`config.mk`:
```
export PLATFORM = sky130hd
export DESIGN_NAME = gate_unit_pipe
export DESIGN_NICKNAME = d
export VERILOG_FILES = /design/src/rtl/gate_unit_pkg.sv /design/src/rtl/gate_unit_core.sv /design/src/rtl/gate_unit_pipe.sv
export SDC_FILE = /design/constraint.sdc
export NUM_CORES = 1
export LEC_CHECK = 0
export ABC_CLOCK_PERIOD_IN_PS = 1900
export BUFFER_PORTS_ARGS = -buffer_cell sky130_fd_sc_hd__buf_2
export CAP_MARGIN = 20
export CORE_MARGIN = 1.5
export CORE_UTILIZATION = 51
export DETAILED_ROUTE_END_ITERATION = 6
export GPL_TIMING_DRIVEN = 1
export HOLD_SLACK_MARGIN = 0.05
export PLACE_DENSITY = 0.79
export SLEW_MARGIN = 20
export SYNTH_ARGS = -nofsm -noshare
export SYNTH_HDL_FRONTEND = slang
export SYNTH_SLANG_ARGS = --single-unit
```
`constraint.sdc`:
```
create_clock -name clk -period 1.9 [get_ports clk]
set_clock_uncertainty 0.1 [all_clocks]
set_input_delay 0.095 -clock clk [delete_from_list [all_inputs] [get_ports clk]]
set_output_delay 0.095 -clock clk [all_outputs]
set_load 0.01 [all_outputs]
```
`src/rtl/gate_unit_pkg.sv`:
```
// Shared definitions for the gate unit: operation-select width and encodings.
package gate_unit_pkg;

  localparam int OP_W = 3;

  localparam logic [OP_W-1:0] OP_AND  = 3'd0;
  localparam logic [OP_W-1:0] OP_OR   = 3'd1;
  localparam logic [OP_W-1:0] OP_NAND = 3'd2;
  localparam logic [OP_W-1:0] OP_NOR  = 3'd3;
  localparam logic [OP_W-1:0] OP_XOR  = 3'd4;
  localparam logic [OP_W-1:0] OP_XNOR = 3'd5;
  localparam logic [OP_W-1:0] OP_NOT  = 3'd6;
  localparam logic [OP_W-1:0] OP_BUF  = 3'd7;

endpackage

```
`src/rtl/gate_unit_core.sv`:
```
// Purely combinational bitwise function y = f(op, a, b), WIDTH bits wide.
module gate_unit_core
  import gate_unit_pkg::*;
#(
  parameter int WIDTH = 8
) (
  input  logic [OP_W-1:0]  i_op,
  input  logic [WIDTH-1:0] i_a,
  input  logic [WIDTH-1:0] i_b,
  output logic [WIDTH-1:0] o_y
);

  always_comb begin
    o_y = '0;
    case (i_op)
      OP_AND:  o_y = i_a & i_b;
      OP_OR:   o_y = i_a | i_b;
      OP_NAND: o_y = ~(i_a & i_b);
      OP_NOR:  o_y = ~(i_a | i_b);
      OP_XOR:  o_y = i_a ^ i_b;
      OP_XNOR: o_y = ~(i_a ^ i_b);
      OP_NOT:  o_y = ~i_a;
      OP_BUF:  o_y = i_a;
      default: o_y = '0;
    endcase
  end

endmodule

```
`src/rtl/gate_unit_pipe.sv`:
```
// Two-stage valid/ready pipeline around gate_unit_core with zero/all-ones flags.
// Optional accepted-transaction counter op_count when GATE_UNIT_STATUS_EN is defined.
module gate_unit_pipe
  import gate_unit_pkg::*;
#(
  parameter int WIDTH = 8
`ifdef GATE_UNIT_STATUS_EN
  , parameter int CNT_W = 16
`endif
) (
  input  logic             clk,
  input  logic             rst_n,
  input  logic             in_valid,
  output logic             in_ready,
  input  logic [WIDTH-1:0] a,
  input  logic [WIDTH-1:0] b,
  input  logic [OP_W-1:0]  op,
  output logic             out_valid,
  input  logic             out_ready,
  output logic [WIDTH-1:0] y,
  output logic             zero,
  output logic             all_ones
`ifdef GATE_UNIT_STATUS_EN
  , output logic [CNT_W-1:0] op_count
`endif
);

  logic             r_s1_valid;
  logic [WIDTH-1:0] r_s1_a;
  logic [WIDTH-1:0] r_s1_b;
  logic [OP_W-1:0]  r_s1_op;

  logic             r_out_valid;
  logic [WIDTH-1:0] r_y;
  logic             r_zero;
  logic             r_all_ones;

  logic             w_s1_adv;
  logic             w_s2_adv;
  logic [WIDTH-1:0] w_y;

  // in_ready follows out_ready combinationally so a full pipe can advance in one cycle
  assign w_s2_adv = !r_out_valid || out_ready;
  assign w_s1_adv = !r_s1_valid || w_s2_adv;
  assign in_ready = w_s1_adv;

  gate_unit_core #(
    .WIDTH(WIDTH)
  ) u_core (
    .i_op(r_s1_op),
    .i_a (r_s1_a),
    .i_b (r_s1_b),
    .o_y (w_y)
  );

  always_ff @(posedge clk or negedge rst_n) begin
    if (!rst_n) begin
      r_s1_valid <= 1'b0;
      r_s1_a     <= '0;
      r_s1_b     <= '0;
      r_s1_op    <= OP_AND;
    end else if (w_s1_adv) begin
      r_s1_valid <= in_valid;
      if (in_valid) begin
        r_s1_a  <= a;
        r_s1_b  <= b;
        r_s1_op <= op;
      end
    end
  end

  always_ff @(posedge clk or negedge rst_n) begin
    if (!rst_n) begin
      r_out_valid <= 1'b0;
      r_y         <= '0;
      r_zero      <= 1'b0;
      r_all_ones  <= 1'b0;
    end else if (w_s2_adv) begin
      r_out_valid <= r_s1_valid;
      if (r_s1_valid) begin
        r_y        <= w_y;
        r_zero     <= (w_y == '0);
        r_all_ones <= (w_y == '1);
      end
    end
  end

  assign out_valid = r_out_valid;
  assign y         = r_y;
  assign zero      = r_zero;
  assign all_ones  = r_all_ones;

`ifdef GATE_UNIT_STATUS_EN
  logic [CNT_W-1:0] r_op_count;

  always_ff @(posedge clk or negedge rst_n) begin
    if (!rst_n) begin
      r_op_count <= '0;
    end else if (in_valid && w_s1_adv) begin
      r_op_count <= r_op_count + CNT_W'(1);
    end
  end

  assign op_count = r_op_count;
`endif

endmodule
```
## After elaboration in Yosys (flattened, before gate mapping)

Index checks and enable logic that the tools add are counted.

| cells by class | value |
|---|---|
| mux-type cells | 1 |
| bitwise operators | 7 |
| equality and inequality tests | 8 |
| reductions and logical operators | 8 |

Operators by type and width:

| cell | number |
|---|---|
| $pmux 8 s8 | 1 |
| $not 8->8 | 4 |
| $eq 3x3->1 const B | 4 |
| $and 8x8->8 | 1 |
| $eq 8x8->1 const B | 1 |
| $logic_not 8->1 | 1 |
| $or 8x8->8 | 1 |
| $xor 8x8->8 | 1 |
| $eq 3x2->1 const B | 2 |
| $reduce_and 2->1 | 2 |
| $eq 3x1->1 const B | 1 |
| $logic_not 3->1 | 1 |
| $logic_not 1->1 | 2 |
| $logic_or 1x1->1 | 2 |

| storage, ports and cells | value |
|---|---|
| logic and storage cells | 32 |
| input bits | 23 |
| register bits | 31 |

## Longest topological paths before layout

| depth | value |
|---|---|
| word-level depth | 4 |
| gate-level depth with buffers | 8 |
| mapped depth without buffers | 7 |

## Cells and area by module

From an unflattened synthesis, not the netlist that was laid out.

| second synthesis, totals | value |
|---|---|
| cell total of the unflattened synthesis | 188 |
| area, all modules | 2107.0 µm² |

By module, submodules not included:

| module | times used | area an instance (µm²) | cells an instance | sequential area each (µm²) |
|---|---|---|---|---|
| gate_unit_pipe | 1 | 1260.0 | 73 | 775.7 |
| gate_unit_core | 1 | 847.1 | 115 | 0.0 |

## Worst setup path before layout

OpenSTA, ideal clock, no wires.

| timing | value |
|---|---|
| path type | reg-to-reg |
| from | register r_s1_a[2] |
| to | register r_zero, in the netlist zero |
| required time | 1.678 ns |
| path buffers | 0 |
| stages on the path, launching flop included | 7 |
| setup time | 0.122 ns |
| path slack | -0.027 ns |
| data arrival time | 1.706 ns |
| cells stage by stage | dfrtp_1 inv_1 ha_1 mux2_2 a221o_1 nor4b_2 a32o_1 |

| between the ends | value |
|---|---|
| word-level cells in the longest chain between the ends | 4 |

Ends and longest elaborated chain:

| what | line | source |
|---|---|---|
| start, declared | gate_unit_pipe.sv:29 | `logic [WIDTH-1:0] r_s1_a;` |
| start signal, assigned | gate_unit_pipe.sv:59 | `r_s1_a <= '0;` |
| start signal, assigned | gate_unit_pipe.sv:65 | `r_s1_a <= a;` |
| $xor 8x8->8, or another cell as far along | gate_unit_core.sv:20, gate_unit_core.sv:21 |  |
| $not 8->8, on equally long branches | gate_unit_core.sv:21, gate_unit_core.sv:18, gate_unit_core.sv:19 |  |
| $pmux 8 s8 * | gate_unit_core.sv:15 | `case (i_op)` |
| $logic_not 8->1 * | gate_unit_pipe.sv:82 | `r_zero <= (w_y == '0);` |
| end signal, assigned | gate_unit_pipe.sv:82 |  |
| end, declared | gate_unit_pipe.sv:35 | `logic r_zero;` |

Mark *: on every way between the ends. The rest lies on a longest branch, timed or not.
A chain may end at the register's enable or synchronous reset.

## Worst setup path in the final report

| timing | value |
|---|---|
| from | register r_s1_a[1] |
| to | register r_zero, in the netlist zero |

The elaborated chain is that of the path after synthesis.

==> flow_metrics.tcl <==
set metrics [dict create \
    status "finished, violations left" \
    violations "setup timing" \
    rows 23 \
    dpl_worst_slack_ps -88.5 \
    final_common_cell "buf_2" \
    power_w 0.00276 \
    finalSetupViolations 1 \
    io_pins 35 \
    grt_max_degree 32 \
    power_frac_clock 0.177 \
    track_usage 0.206 \
    ir_worst_vdd_mv 0.549 \
    critPathArrivalTime_ps 2050 \
    drc_errors 0 \
    cp_cell_sequence "buf_6, ha_4, mux2_4, a22oi_2, o221ai_2, nor4b_4, a32o_1" \
    ys_ff_latch 31 \
    fin_crit_ps 1920 \
    drtAntennaViolNets 0 \
    dr_wl_met3_um 200 \
    cp_max_fo 3 \
    dieArea_um2 4780 \
    setup_slack_ps -19.5 \
    dp.cells 308 \
    antenna-diode-count 0 \
    final_cell_mix "buf_2 (35), buf_4 (33), dfrtp_1 (29), mux2_2 (25), dlygate4sd3_1 (22)" \
    cts_made_buffers 5 \
    power_frac_comb 0.498 \
    p_leak_nw 1.47 \
    dr.pass1.iters 4 \
    top_layer "met4" \
    viasPerCell 5.41 \
    required_ps 2030 \
    pwr_density_cell_nw_per_um2 880 \
    cap_viol_max_count 0 \
    via_count 1915 \
    cts_tree "built" \
    wl_met2_um 2620 \
    fin_util 0.761 \
    start_util 0.542 \
    drt-total-wl_um 5150 \
    synthFlopType "dfrtp_1" \
    path_clk_slew_ps 60 \
    seq_area_frac_synth 0.348 \
    grt_overflow_total 0 \
    portBuffers 34 \
    core_area_um2 4120 \
    synth_cell_types 42 \
    slew_viol_final 0 \
    cts-root-buf "clkbuf_8" \
    min_period_over_period 1.01 \
    p_int_w 0.00177 \
    synth_cells 214 \
    ys_warn_count 0 \
    crit_path_start_kind "flip-flop" \
    drt_iter0_markers 147 \
    tightest_slew_ps 734 \
    layout-drive-gt1-share 0.454 \
    ctsLongestPathBuffers 2 \
    die_w_um 69.1 \
    htree_levels 2 \
    maxSlewHeadroom 0.511 \
    met1Wirelength_um 2250 \
    grt_pass1_vias 1841 \
    wire_per_inst_um 14.6 \
    area_growth_pct 40.5 \
    clock_latency_ps 290 \
    antenna_found_initial 0 \
    stdcell_count 354 \
    hp-class "input pin to flip-flop" \
    slowest_stage "dfrtp_1" \
    cts_num_sinks 31 \
    dieHeight_um 69.1 \
    worstSetupPathType "flip-flop to flip-flop" \
    synth.cell_area_um2 2230 \
    fmax_mhz 521 \
    dp.final_hpwl_um 3370 \
    synth-edff-count 0 \
    avgSynthCellArea_um2 10.4 \
    hold_violations 0 \
    sw_frac_of_total 0.356 \
    rsz0062_at_grt "true" \
    critPathCaptureType "flip-flop" \
    fin_nets 344 \
    grt_first_pass_wirelength_um 7980 \
    crit_path_max_incr_delay_ps 420 \
    p_seq_frac 0.325 \
    p_switching_w 0.000982 \
    synth_fp_nets 253 \
    async_flop_share 1.00 \
    gp_congestion 0.824 \
]
-- critical path, delay by kind of cell, from the launching register on --
kind / cells / cell delay (ps)
AOI/OAI and AO/OA: 3 / 500
adders and majority gates: 1 / 150
buffers and inverters: 1 / 140
DFF: 1 / 420
muxes: 1 / 270
and+or+nand+nor: 1 / 290
-- layout make-up --
| cell class | count | area [µm²] |
|---|---|---|
| multi-input combinational | 155 | 1450 |
| fill | 282 | 983 |
| sequential | 31 | 778 |
| timing repair buffer | 95 | 703 |
| clock buffer | 6 | 72.6 |
| inverter | 17 | 63.8 |
| tap | 50 | 62.6 |
-- Yosys cell counts (2+ instances only) --
library cell,count,share of area
a21oi_1,6,0.013
buf_2,5,0.011
buf_6,4,0.020
dfrtp_1,31,0.35
ha_1,16,0.090
inv_1,17,0.029
mux2_2,27,0.14
mux2i_1,19,0.085
mux4_2,2,0.020
nand2_1,16,0.027
nand2b_1,7,0.020
nand3_1,4,0.0090
nor2_1,8,0.013
nor2b_1,6,0.017
nor3_1,4,0.0090
o21ai_0,10,0.022
o22ai_1,3,0.0084
o31ai_1,2,0.0067
xnor2_1,4,0.016
-- registers in the layout, indices dropped and copies added (netlist names) --
name,cells
r_s1_a,8
r_s1_b,8
y,8
r_s1_op,3
all_ones,1
out_valid,1
r_s1_valid,1
zero,1
-- power groups by stage --
stage                     Sequential, W  Combinational [W]  Clock (W)
after floorplan                0.000918           0.000746          0
after global placement         0.000897            0.00104          0
after detailed placement       0.000907            0.00108          0
after CTS                      0.000897            0.00115   0.000494
after global routing           0.000913            0.00150   0.000523
final                          0.000896            0.00137   0.000487
-- cell families (layout without fill, tap and decap cells) --
logic type,after synthesis,after routing,share of synthesized area
flip-flops,31,31,0.348
XOR/XNOR,4,4,0.0157
buffers and inverters,28,118,0.0651
AND/OR/NAND/NOR,52,52,0.122
adder cells (fa/ha/maj),16,16,0.0898
multiplexers,49,49,0.249
AO/OA/AOI/OAI,34,34,0.111
-- path summary, 6_finish.rpt --
check                                       from                endpoint  slack [ps]  depth (start not counted)
max                        r_s1_a[1]$_DFFE_PN0P_        zero$_DFFE_PN0P_         -20                          7
min                                    out_ready   out_valid$_DFFE_PN0P_          70                          3
max reg2reg                r_s1_a[1]$_DFFE_PN0P_        zero$_DFFE_PN0P_         -20                          7
min reg2reg                     y[3]$_DFFE_PN0P_        y[3]$_DFFE_PN0P_         390                          2
max in group asynchronous                  rst_n  r_s1_op[1]$_DFFE_PN0P_         890                          2
min in group asynchronous                  rst_n   out_valid$_DFFE_PN0P_         300                          2
-- metrics by stage --
stage | setup TNS (ps) | hold slack [ps] | instance area (µm²)
after floorplan | 0 | -301 | 2230
after global placement | -19.1 | 73.4 | 2540
after detailed placement | -126 | 89.8 | 2540
after CTS | -57.4 | 55.7 | 2870
after global routing | -133 | 102 | 3130
final | -19.5 | 67.4 | 3130
-- routing by layer --
metal  up-vias  track usage
met3         9       0.0424
met4         0       0.0937
met2        54        0.350
met1       905        0.250
met5         -            0
li1        947            -
-- timing repair --
action,in CTS,in global routing
gates cloned,0,1
hold endpoints to repair,51,0
buffers inserted,3,14
pin swaps,4,9
hold buffers,22,0
gates resized for setup,5,34
setup endpoints to repair,3,5
No activity file was read; power rests on OpenSTA's default activity.
